File: src/rtl/gate_unit_arbiter.sv
// gate_unit_arbiter: round-robin sharing of one bitwise gate unit
// (AND/OR/NOT/NOR/XOR) between NUM_REQ requesters. One transaction is in
// flight at a time; the result returns on a single channel tagged with the
// requester ID.
//
// state | meaning
// ------+---------------------------------------------------------------
// IDLE  | arbitrate; combinational one-hot grant; latch winner's operands
// EXEC  | evaluate latched operands, register result, error flag and id
// RESP  | present response; hold it until rsp_ready
module gate_unit_arbiter #(
    parameter int NUM_REQ = 4,
    parameter int ID_W    = 2,
    parameter int WIDTH   = 8
) (
    input  logic                     clk,
    input  logic                     rst,
    input  logic [NUM_REQ-1:0]       req_valid,
    input  logic [3*NUM_REQ-1:0]     req_op,
    input  logic [WIDTH*NUM_REQ-1:0] req_a,
    input  logic [WIDTH*NUM_REQ-1:0] req_b,
    output logic [NUM_REQ-1:0]       req_ready,
    output logic                     rsp_valid,
    output logic [ID_W-1:0]          rsp_id,
    output logic [WIDTH-1:0]         rsp_data,
    output logic                     rsp_err,
    input  logic                     rsp_ready
);

    typedef enum logic [1:0] {
        S_IDLE = 2'd0,
        S_EXEC = 2'd1,
        S_RESP = 2'd2
    } state_t;

    state_t           r_state;
    logic [ID_W-1:0]  r_last_id;
    logic [ID_W-1:0]  r_id;
    logic [2:0]       r_op;
    logic [WIDTH-1:0] r_a;
    logic [WIDTH-1:0] r_b;

    logic             w_found;
    logic [ID_W-1:0]  w_win_id;
    logic [ID_W-1:0]  w_idx;
    int               w_sum;
    logic [2:0]       w_sel_op;
    logic [WIDTH-1:0] w_sel_a;
    logic [WIDTH-1:0] w_sel_b;
    logic [WIDTH-1:0] w_gate;
    logic             w_err;

    // Round-robin search starting just after the last granted requester.
    always_comb begin
        w_found  = 1'b0;
        w_win_id = '0;
        w_idx    = '0;
        w_sum    = 0;
        for (int k = 1; k <= NUM_REQ; k++) begin
            w_sum = (int'(r_last_id) + k) % NUM_REQ;
            w_idx = ID_W'(w_sum);
            if (!w_found && req_valid[w_idx]) begin
                w_found  = 1'b1;
                w_win_id = w_idx;
            end
        end
    end

    // Operand mux for the current winner.
    always_comb begin
        w_sel_op = '0;
        w_sel_a  = '0;
        w_sel_b  = '0;
        for (int i = 0; i < NUM_REQ; i++) begin
            if (w_win_id == ID_W'(i)) begin
                w_sel_op = req_op[3*i +: 3];
                w_sel_a  = req_a[WIDTH*i +: WIDTH];
                w_sel_b  = req_b[WIDTH*i +: WIDTH];
            end
        end
    end

    // Shared gate datapath on the latched operands.
    always_comb begin
        w_gate = '0;
        w_err  = 1'b0;
        case (r_op)
            3'b000:  w_gate = r_a & r_b;
            3'b001:  w_gate = r_a | r_b;
            3'b010:  w_gate = ~r_a;
            3'b011:  w_gate = ~(r_a | r_b);
            3'b100:  w_gate = r_a ^ r_b;
            default: w_err  = 1'b1;
        endcase
    end

    // Grant is only offered in IDLE, and forced low while reset is asserted.
    assign req_ready = (r_state == S_IDLE && w_found && !rst)
                       ? (NUM_REQ'(1) << w_win_id) : '0;

    // Transaction FSM with registered response outputs.
    always_ff @(posedge clk or posedge rst) begin
        if (rst) begin
            r_state   <= S_IDLE;
            r_last_id <= ID_W'(NUM_REQ - 1);
            r_id      <= '0;
            r_op      <= '0;
            r_a       <= '0;
            r_b       <= '0;
            rsp_valid <= 1'b0;
            rsp_id    <= '0;
            rsp_data  <= '0;
            rsp_err   <= 1'b0;
        end else begin
            case (r_state)
                S_IDLE: begin
                    if (w_found) begin
                        r_op      <= w_sel_op;
                        r_a       <= w_sel_a;
                        r_b       <= w_sel_b;
                        r_id      <= w_win_id;
                        r_last_id <= w_win_id;
                        r_state   <= S_EXEC;
                    end
                end
                S_EXEC: begin
                    rsp_data  <= w_gate;
                    rsp_err   <= w_err;
                    rsp_id    <= r_id;
                    rsp_valid <= 1'b1;
                    r_state   <= S_RESP;
                end
                S_RESP: begin
                    if (rsp_ready) begin
                        rsp_valid <= 1'b0;
                        r_state   <= S_IDLE;
                    end
                end
                default: begin
                    rsp_valid <= 1'b0;
                    r_state   <= S_IDLE;
                end
            endcase
        end
    end

endmodule

File: config.mk
export PLATFORM = sky130hd
export DESIGN_NAME = gate_unit_arbiter
export DESIGN_NICKNAME = d
export VERILOG_FILES = /design/src/rtl/gate_unit_arbiter.sv
export SDC_FILE = /design/constraint.sdc
export NUM_CORES = 1
export LEC_CHECK = 0
export ABC_CLOCK_PERIOD_IN_PS = 4700
export BUFFER_PORTS_ARGS = -buffer_cell sky130_fd_sc_hd__buf_2
export CAP_MARGIN = 10
export CORE_UTILIZATION = 25
export DETAILED_ROUTE_END_ITERATION = 10
export PLACE_DENSITY_LB_ADDON = 0.3
export SLEW_MARGIN = 15
export SYNTH_ARGS = -nofsm -noshare
export SYNTH_HDL_FRONTEND = slang
export SYNTH_SLANG_ARGS = --single-unit
File: constraint.sdc
create_clock -name clk -period 4.7 [get_ports clk]
set_input_delay 0.94 -clock clk [delete_from_list [all_inputs] [get_ports clk]]
set_output_delay 0.94 -clock clk [all_outputs]
set_load 0.02 [all_outputs]
==> impl_metrics.prom <==
# TYPE chip_impl_metric gauge
chip_impl_info{name="run_status",value="completed"} 1
chip_impl_metric{name="final-hold-violation-count",unit=""} 0
chip_impl_info{name="hold_path.class",value="reg -> reg"} 1
chip_impl_metric{name="timing.hold.ws",unit="ns"} 0.476
chip_impl_metric{name="drc",unit=""} 0
chip_impl_metric{name="drt_wl_total",unit="µm"} 6210
chip_impl_metric{name="synth-seq-area-share",unit="%"} 34.7
chip_impl_metric{name="dr.pass1.iters",unit=""} 4
chip_impl_metric{name="drt-wirelength-per-cell",unit="µm"} 12.7
chip_impl_info{name="timing_worst_setup_path_type",value="in -> out"} 1
chip_impl_info{name="cts_tree",value="yes"} 1
chip_impl_metric{name="stdcell_area",unit="mm²"} 0.00331
chip_impl_metric{name="top_level_ports",unit=""} 99
chip_impl_metric{name="power_per_cell_area",unit="mW/mm²"} 599
chip_impl_metric{name="final_antenna_net_count",unit=""} 0
chip_impl_metric{name="placementRows",unit=""} 37
chip_impl_metric{name="grt.overflow.total",unit=""} 0
chip_impl_metric{name="drt_iter0_markers",unit=""} 91
chip_impl_metric{name="global_route.usage.total",unit="%"} 11.8
chip_impl_metric{name="critical_path.max_fanout",unit=""} 24
chip_impl_metric{name="die_width",unit="µm"} 105
chip_impl_info{name="rsz0062_at_grt",value="no"} 1
chip_impl_metric{name="synthDistinctLibCells",unit=""} 41
chip_impl_metric{name="power_frac_clock",unit="%"} 10.8
chip_impl_metric{name="cts_made_buffers",unit=""} 5
chip_impl_metric{name="post_synth_instance_area",unit="mm²"} 0.00268
chip_impl_metric{name="yosys.area.top_type_share",unit="%"} 32.7
chip_impl_metric{name="synth-seq-cells",unit=""} 37
chip_impl_metric{name="first_global_vias",unit=""} 2172
chip_impl_info{name="start_kind",value="input port"} 1
chip_impl_metric{name="grt_max_degree",unit=""} 40
chip_impl_metric{name="net_count_synth",unit=""} 362
chip_impl_metric{name="die-area",unit="mm²"} 0.0111
chip_impl_metric{name="layout.filler_cells",unit=""} 1134
chip_impl_metric{name="place.detailed.instances",unit=""} 482
chip_impl_metric{name="hpwlAfterDp",unit="µm"} 4760
chip_impl_metric{name="p_leak",unit="nW"} 1.67
chip_impl_metric{name="clock.fmax",unit="GHz"} 0.313
chip_impl_metric{name="number_of_enable_flip_flop_cells_after_synthesis",unit=""} 0
chip_impl_metric{name="routabilityCongestion",unit=""} 0.759
chip_impl_metric{name="min_period_over_period",unit="%"} 67.9
chip_impl_metric{name="final_util",unit="%"} 31.9
chip_impl_metric{name="grt_pass1_wl",unit="µm"} 10400
chip_impl_metric{name="power.share.sequential",unit="%"} 33.3
chip_impl_metric{name="switching_share",unit="%"} 45.7
chip_impl_metric{name="multiInputGateArea",unit="mm²"} 0.00155
chip_impl_metric{name="timing.critical_path.required",unit="ns"} 3.76
chip_impl_metric{name="syn_avg_cell_area",unit="µm²"} 10.2
chip_impl_info{name="synth_largest_area_cell",value="dfrtp_1"} 1
chip_impl_metric{name="clock_insertion_delay_at_the_later_pin_of_the_skew_report",unit="ns"} 0.29
chip_impl_metric{name="setup_ws",unit="ns"} 1.51
chip_impl_metric{name="max_slew_violation_count",unit=""} 0
chip_impl_metric{name="ys_async_sr_fraction",unit="%"} 100
chip_impl_metric{name="timing.slew.headroom",unit="%"} 30.1
chip_impl_metric{name="clk_pin_slew",unit="ns"} 0.07
chip_impl_metric{name="switchingPower",unit="mW"} 0.907
chip_impl_metric{name="postCtsResizedCells",unit=""} 0
chip_impl_info{name="post_synth_most_frequent_cells",value="mux2i_1 (39), dfrtp_1 (35), nor2_1 (30)"} 1
chip_impl_metric{name="antenna_found_initial",unit=""} 0
chip_impl_metric{name="detailedPlace.worstSlack",unit="ns"} 1.47
chip_impl_metric{name="totalPowerFinal",unit="mW"} 1.98
chip_impl_info{name="ys_top_cells_by_area",value="dfrtp_1 (33%), mux2i_1 (15%), a221oi_2 (10%)"} 1
chip_impl_metric{name="vias",unit=""} 2209
chip_impl_metric{name="p_comb_share",unit="%"} 55.9
chip_impl_metric{name="setup_tns",unit="ns"} 0
chip_impl_metric{name="core_area",unit="mm²"} 0.0104
chip_impl_metric{name="power.internal",unit="mW"} 1.08
chip_impl_metric{name="vias_per_cell",unit=""} 4.51
chip_impl_metric{name="floorplan.die.height",unit="µm"} 105
chip_impl_metric{name="insertedDiodeCount",unit=""} 0
chip_impl_metric{name="io_buffers",unit=""} 98
chip_impl_metric{name="start_util",unit="%"} 25.8
chip_impl_metric{name="setup-violations-final",unit=""} 0
chip_impl_metric{name="syn_to_final_growth",unit="%"} 23.8
chip_impl_metric{name="postCtsSetupBuffers",unit=""} 0
chip_impl_metric{name="worst_slew_pin_tran",unit="ns"} 1.05
chip_impl_metric{name="worstPathArrival",unit="ns"} 2.25
chip_impl_metric{name="postCtsHoldBufs",unit=""} 0
chip_impl_metric{name="layout_min_cycle_time",unit="ns"} 3.19
chip_impl_metric{name="cts_max_path_buffers",unit=""} 2
chip_impl_info{name="ctsRootBufferMaster",value="clkbuf_8"} 1
chip_impl_info{name="post-synth-top-count-cell",value="mux2i_1"} 1
chip_impl_metric{name="nNetsFinal",unit=""} 452
chip_impl_metric{name="numClockSinks",unit=""} 37
chip_impl_info{name="endpoint_kind_of_the_worst_setup_timing_path",value="output pin"} 1
chip_impl_metric{name="placed_area",unit="mm²"} 0.00323
chip_impl_metric{name="vdd.ir_drop.worst",unit="mV"} 0.223
chip_impl_metric{name="yosysWarningCount",unit=""} 0
chip_impl_info{name="synth-main-ff-cell",value="dfrtp_1"} 1
chip_impl_metric{name="cts.htree.levels",unit=""} 2
chip_impl_metric{name="fin_worst_skew",unit="ns"} 0.00460
chip_impl_metric{name="post_synth_inst_count",unit=""} 263
chip_impl_metric{name="max_cap_viol_count",unit=""} 0
chip_impl_metric{name="layout-drive-gt1-share",unit="%"} 38.7
chip_impl_metric{name="instances_no_fill",unit=""} 490
chip_impl_metric{name="ff_latch_area",unit="µm²"} 928
-- per-layer routing --
layer	GRT usage, %	vias up	share of wire [%]
met1	14.6	1035	47
met4	4.63	0	1.6
met5	0	-	0
met2	20.3	49	48
met3	1.98	7	2.9
li1	-	1118	-
-- logic make-up after synthesis --
logic type | count (synthesis) | share of synthesized area (%)
flip-flops | 37 | 34.7
buffers and inverters | 37 | 7.62
XOR/XNOR | 8 | 2.62
multiplexers | 41 | 15.4
AND/OR/NAND/NOR | 62 | 10.6
adder cells (fa/ha/maj) | 16 | 7.48
AO/OA/AOI/OAI | 62 | 21.6
-- cells in the final DEF, fill, tap and decap left out, types with 2 or more instances in the layout --
master    netlist  final
xor2_1          4      4
mux2_2          2      2
dfstp_2         2      2
o21ai_1         3      3
mux2i_1        39     39
nor2_2          1      2
o21ai_0         6      6
buf_2           5     98
a21oi_1         6      6
dfrtp_1        35     35
a22oi_1         3      3
buf_4           1      3
nand2_1        16     16
inv_1          18     18
nor2_1         30     29
a211oi_1        8      8
clkbuf_8        0      5
nor2b_1         5      5
a31oi_1         6      6
xnor2_1         4      4
nand2b_1        4      4
clkinv_2        0      2
ha_1           16     16
a221oi_2       18     18
o22a_1          4      4
nor4b_1         2      2
-- power by group through the flow --
stage / sequential (mW) / combinational (mW) / clock (mW)
after floorplan: 0.616 / 0.950 / 0
after global placement: 0.668 / 1.08 / 0
after detailed placement: 0.669 / 1.12 / 0
after CTS: 0.663 / 1.13 / 0.222
after global routing: 0.692 / 1.24 / 0.237
final: 0.660 / 1.11 / 0.215
-- registers in the layout, indices dropped and copies added (netlist names) --
register,cells
r_a,8
r_b,8
r_id,2
r_last_id,2
r_op,3
r_state,2
rsp_data,8
rsp_err,1
rsp_id,2
rsp_valid,1
-- cell type report --
cell class                 instances  share of cell area [%]
clock buffer                       6                    2.19
inverter                          19                    2.15
timing repair buffer             101                    15.5
multi-input combinational        189                    46.7
tap                              136                    5.14
clock inverter                     2                   0.302
sequential                        37                    28.0
-- worst paths after layout --
kind / start / end / slack, ns / cells after the start
min in group asynchronous: rst / r_b[3] / 0.78 / 3
min: rsp_data[6] / rsp_data[6] / 0.48 / 2
max reg2reg: r_state[0] / r_op[1] / 2.26 / 4
max: req_valid[0] / req_ready[3] / 1.51 / 6
min reg2reg: rsp_data[6] / rsp_data[6] / 0.48 / 2
max in group asynchronous: rst / r_last_id[1] / 3.54 / 3
-- worst max-delay path, cell delays in order --
cell and delay [ns]:
buf_2 0.11, nor2_1 0.06, a211o_2 0.40, inv_2 0.32, and4_1 0.25, buf_2 0.16
(Power assumes the default switching activity.)
